==> src/rtl/hazard_sequencer.sv <==
// Hazard unit: forwarding, load/PC/multiply stalls, flushes,
// multi-cycle multiply sequencing and a saturating stall counter.
module hazard_sequencer #(
  parameter int MUL_CYCLES = 4
) (
  input  logic       clk,
  input  logic       reset,
  input  logic [3:0] RA1D,
  input  logic [3:0] RA2D,
  input  logic [3:0] RA1E,
  input  logic [3:0] RA2E,
  input  logic [3:0] WA3E,
  input  logic [3:0] WA3M,
  input  logic [3:0] WA3W,
  input  logic       RegWriteE,
  input  logic       RegWriteM,
  input  logic       RegWriteW,
  input  logic       MemtoRegE,
  input  logic       PCSrcD,
  input  logic       PCSrcE,
  input  logic       PCSrcM,
  input  logic       PCSrcW,
  input  logic       BranchTakenE,
  input  logic       MulStartE,
  input  logic       ClrCount,
  output logic [1:0] ForwardAE,
  output logic [1:0] ForwardBE,
  output logic       StallF,
  output logic       StallD,
  output logic       StallE,
  output logic       FlushD,
  output logic       FlushE,
  output logic       FlushM,
  output logic       MulDoneE,
  output logic [15:0] StallCount
);

  localparam logic [1:0] IDLE = 2'd0;
  localparam logic [1:0] BUSY = 2'd1;
  localparam logic [1:0] DONE = 2'd2;

  localparam logic [3:0] CNT_INIT = 4'(MUL_CYCLES - 3);

  logic [1:0] state;
  logic [3:0] cnt;
  logic       ldstall;
  logic       pcpend;
  logic       mulstall;

  function automatic logic [1:0] fwd_sel(input logic [3:0] ra);
    if (ra == 4'hF)
      return 2'b00;
    else if (RegWriteM && ra == WA3M)
      return 2'b10;
    else if (RegWriteW && ra == WA3W)
      return 2'b01;
    else
      return 2'b00;
  endfunction

  assign ForwardAE = fwd_sel(RA1E);
  assign ForwardBE = fwd_sel(RA2E);

  assign ldstall  = MemtoRegE & RegWriteE &
                    ((RA1D == WA3E) | (RA2D == WA3E));
  assign pcpend   = PCSrcD | PCSrcE | PCSrcM;
  assign mulstall = ((state == IDLE) & MulStartE) | (state == BUSY);

  assign StallF   = ldstall | pcpend | mulstall;
  assign StallD   = ldstall | mulstall;
  assign StallE   = mulstall;
  assign FlushD   = pcpend | PCSrcW | BranchTakenE;
  assign FlushE   = ldstall | BranchTakenE;
  assign FlushM   = mulstall;
  assign MulDoneE = (state == DONE);

  // cnt counts remaining BUSY cycles after the first one
  always_ff @(posedge clk or negedge reset) begin
    if (!reset) begin
      state <= IDLE;
      cnt   <= 4'd0;
    end else begin
      unique case (state)
        IDLE: begin
          if (MulStartE) begin
            if (MUL_CYCLES == 2) begin
              state <= DONE;
            end else begin
              state <= BUSY;
              cnt   <= CNT_INIT;
            end
          end
        end
        BUSY: begin
          if (cnt == 4'd0)
            state <= DONE;
          else
            cnt <= cnt - 4'd1;
        end
        DONE: state <= IDLE;
        default: state <= IDLE;
      endcase
    end
  end

  always_ff @(posedge clk or negedge reset) begin
    if (!reset)
      StallCount <= 16'd0;
    else if (ClrCount)
      StallCount <= 16'd0;
    else if (StallF && StallCount != 16'hFFFF)
      StallCount <= StallCount + 16'd1;
  end

endmodule
==> config.mk <==
export PLATFORM = sky130hd
export DESIGN_NAME = hazard_sequencer
export DESIGN_NICKNAME = d
export VERILOG_FILES = /design/src/rtl/hazard_sequencer.sv
export SDC_FILE = /design/constraint.sdc
export NUM_CORES = 1
export LEC_CHECK = 0
export ABC_AREA = 1
export CORE_MARGIN = 2
export CORE_UTILIZATION = 49
export CTS_CLUSTER_DIAMETER = 60
export DETAILED_ROUTE_END_ITERATION = 12
export HOLD_SLACK_MARGIN = 0.12
export PLACE_DENSITY = 0.95
export SKIP_LAST_GASP = 1
export SYNTH_ARGS = -nofsm -noshare
export SYNTH_HDL_FRONTEND = slang
export SYNTH_SLANG_ARGS = --single-unit
export TNS_END_PERCENT = 20
==> constraint.sdc <==
create_clock -name clk -period 2.49 [get_ports clk]
set_clock_uncertainty 0.05 [all_clocks]
set_input_delay 0.3735 -clock clk [delete_from_list [all_inputs] [get_ports clk]]
set_output_delay 0.3735 -clock clk [all_outputs]
set_load 0.03 [all_outputs]
==> reports/results.txt <==
Outcome: finished, final reports clean
Initial antenna violation count: 0
Gpl congestion: 0.847
Power per cell area: 487 nW/µm²
WP data required: 2.07 ns
Number of fill cells in the layout: 320
Static Leak: 1.39 nW
Final Cycle Share: 94.2%
Vias in the first global route: 1989
Core area: 3660 µm²
Worst setup EP type: output port
Slew margin rel.: 64.4%
Post-route setup TNS: 0 ns
Hold Slack: 0.412 ns
Flop2flop setup slack: 0.45 ns
Vias: 2107
Cells after Synth: 292
Global Route Usage Sum: 24.1%
Clock Power Share: 17.2%
Num CTS Buffers: 3
IO Pins: 68
Netlist cell types: 28
Die height: 65.9 µm
Clock latency at the later pin of the worst-skew pair: 0.26 ns
Max Freq: 0.426 GHz
ANT cells: 0
Combinational share of power: 48.1%
Final nets: 405
Final setup vio count: 0
DRC viols: 0
Die width: 65.9 µm
Crit-path max FO: 3
Global-route wire length before repair: 8450 µm
Clk buf depth: 2
Clock Pin Slew Worst Setup and Hold Paths: 0.08 ns
Top post-synthesis cells by area: dfrtp_1, nand2_1, inv_1
Endpoints failing hold: 0
Register area share after synthesis: 29.3%
Least-Margin Pin Slew: 0.534 ns
CTS resizes: 0
Sw frac: 40.1%
Cell row count: 22
DR WL/cell: 12.2 µm
Largest net degree at the start of global routing: 23
Pins Over Slew Limit: 0
Top-area cell type share of the netlist area: 29.3%
Setup Fix Bufs, Post-CTS: 0
EDFF count, synth: 0
Drt pass-1 iters: 4
Setup CP Type: input port to output port
Hold buffer count at cts: 0
Area of the die: 4340 µm²
DP Wirelength: 3960 µm
Syn Area/Cell: 6.43 µm²
Worst Hold Class: input port to async pin
Syn Nets: 336
Maximum vdd drop: 605 µV
Clk sinks: 22
CTS root buffer: clkbuf_8
Setup crit start kind: input port
Detailed router's first-iteration violation count: 153
Synthesized cell area: 1880 µm²
Routed WL: 4970 µm
Initial cell density of the core: 51.3%
Seq pwr share: 34.7%
GRT overflow: 0
MaxCap Viol Count: 0
Period minus WS final: 2.35 ns
Cell Int Power: 0.764 mW
Primary FF master, synth: dfrtp_1
H-tree depth: 1
Vias per inst: 5.18
Port Buffer Count: 67
RSZ-0062 raised after global routing: false
Synthesized flop and latch total: 22
CP Data Arrival Time: 1.92 ns
Switch Pwr: 0.512 mW
Area grow syn2layout: 39.4%
Ys async rst share: 100%
CTS tree: built
Share of cells above drive strength 1: 7.52%
Ys Warns: 0
Post-synth top area cell: dfrtp_1
Routed Antenna Nets: 0
==> synthesized netlist by cell type, types with 2 or more instances <==
cell type   n
nor3_1      8
nand4_1    21
inv_2       3
buf_2       3
ha_1        3
nand2_1    74
nand3_2     4
clkbuf_1    2
o21ai_0     5
nor2_1     32
nand3_1    21
xnor2_1     2
a221oi_1    2
a21oi_1     8
inv_1      56
nor3b_1     2
o22ai_1     6
dfrtp_1    22
xor2_1      9
==> logic make-up after synthesis <==
kind of cell	after synthesis	synth area share, %
adders and majority gates	3	2.00
and+or+nand+nor	168	42.5
DFF	22	29.3
AOI/OAI and AO/OA	22	6.86
buffers and inverters	66	14.2
xor gates and xnor gates	11	5.13
==> per-layer routing <==
layer | share of wire [%] | wire [µm] | GRT usage, %
met3 | 5.8 | 289 | 3.24
met5 | 0 | 0 | 0
met4 | 0.81 | 40 | 4.95
met2 | 51 | 2560 | 43.8
met1 | 42 | 2080 | 30.4
==> placed cells by master (no fill, tap or decap), types with 9 or more instances in the layout <==
cell type and instances:
buf_4 11, clkdlybuf4s50_1 60, dfrtp_1 22, inv_1 56, nand2_1 74, nand3_1 21
nand4_1 21, nor2_1 32, xor2_1 9
==> final timing paths <==
check	start	end	depth (start not counted)
max	MulStartE	FlushM	6
min	reset	StallCount[10]$_DFFE_PN0P_	2
max reg2reg	StallCount[0]$_DFFE_PN0P_	StallCount[15]$_DFFE_PN0P_	9
min reg2reg	cnt[2]$_DFFE_PN0P_	cnt[2]$_DFFE_PN0P_	2
max in group asynchronous	reset	StallCount[14]$_DFFE_PN0P_	2
min in group clk	cnt[2]$_DFFE_PN0P_	cnt[2]$_DFFE_PN0P_	2
==> worst max-delay path: stages <==
cell and delay (ns):
clkdlybuf4s50_1 0.45, inv_1 0.03, nor3_1 0.18, nor2_1 0.12
inv_1 0.09, clkdlybuf4s50_1 0.67
==> power by group through the flow <==
stage / clock network (mW) / registers [mW] / logic [mW]
3_3_place_gp: 0 / 0.446 / 0.595
5_1_grt: 0.239 / 0.448 / 0.684
6_report: 0.220 / 0.442 / 0.613
3_5_place_dp: 0 / 0.448 / 0.618
2_1_floorplan: 0 / 0.457 / 0.376
4_1_cts: 0.227 / 0.442 / 0.620
==> layout make-up <==
| cell class | instances | area (µm²) | share of cell area [%] |
|---|---|---|---|
| multi-input combinational | 204 | 1060 | 40.5 |
| timing repair buffer | 71 | 683 | 26.1 |
| sequential | 22 | 551 | 21.0 |
| inverter | 59 | 221 | 8.46 |
| tap | 48 | 60.1 | 2.29 |
| clock buffer | 3 | 41.3 | 1.58 |
==> sequential cells by signal, indices dropped and copies added (netlist names) <==
register / flops
cnt: 4
state: 2
StallCount: 16
==> stage by stage <==
stage                     area (µm²)  util (%)  setup WS, ns  std cells  power (mW)
after floorplan                 1880         -         0.558        292       0.833
after global placement          2580      70.4         0.175        404        1.04
after detailed placement        2580      70.4         0.138        404        1.07
after CTS                       2620      71.5         0.135        407        1.29
after global routing            2620      71.5        0.0270        407        1.37
final                           2620      71.5         0.143        407        1.28
Power figures use the tool's default switching activity.
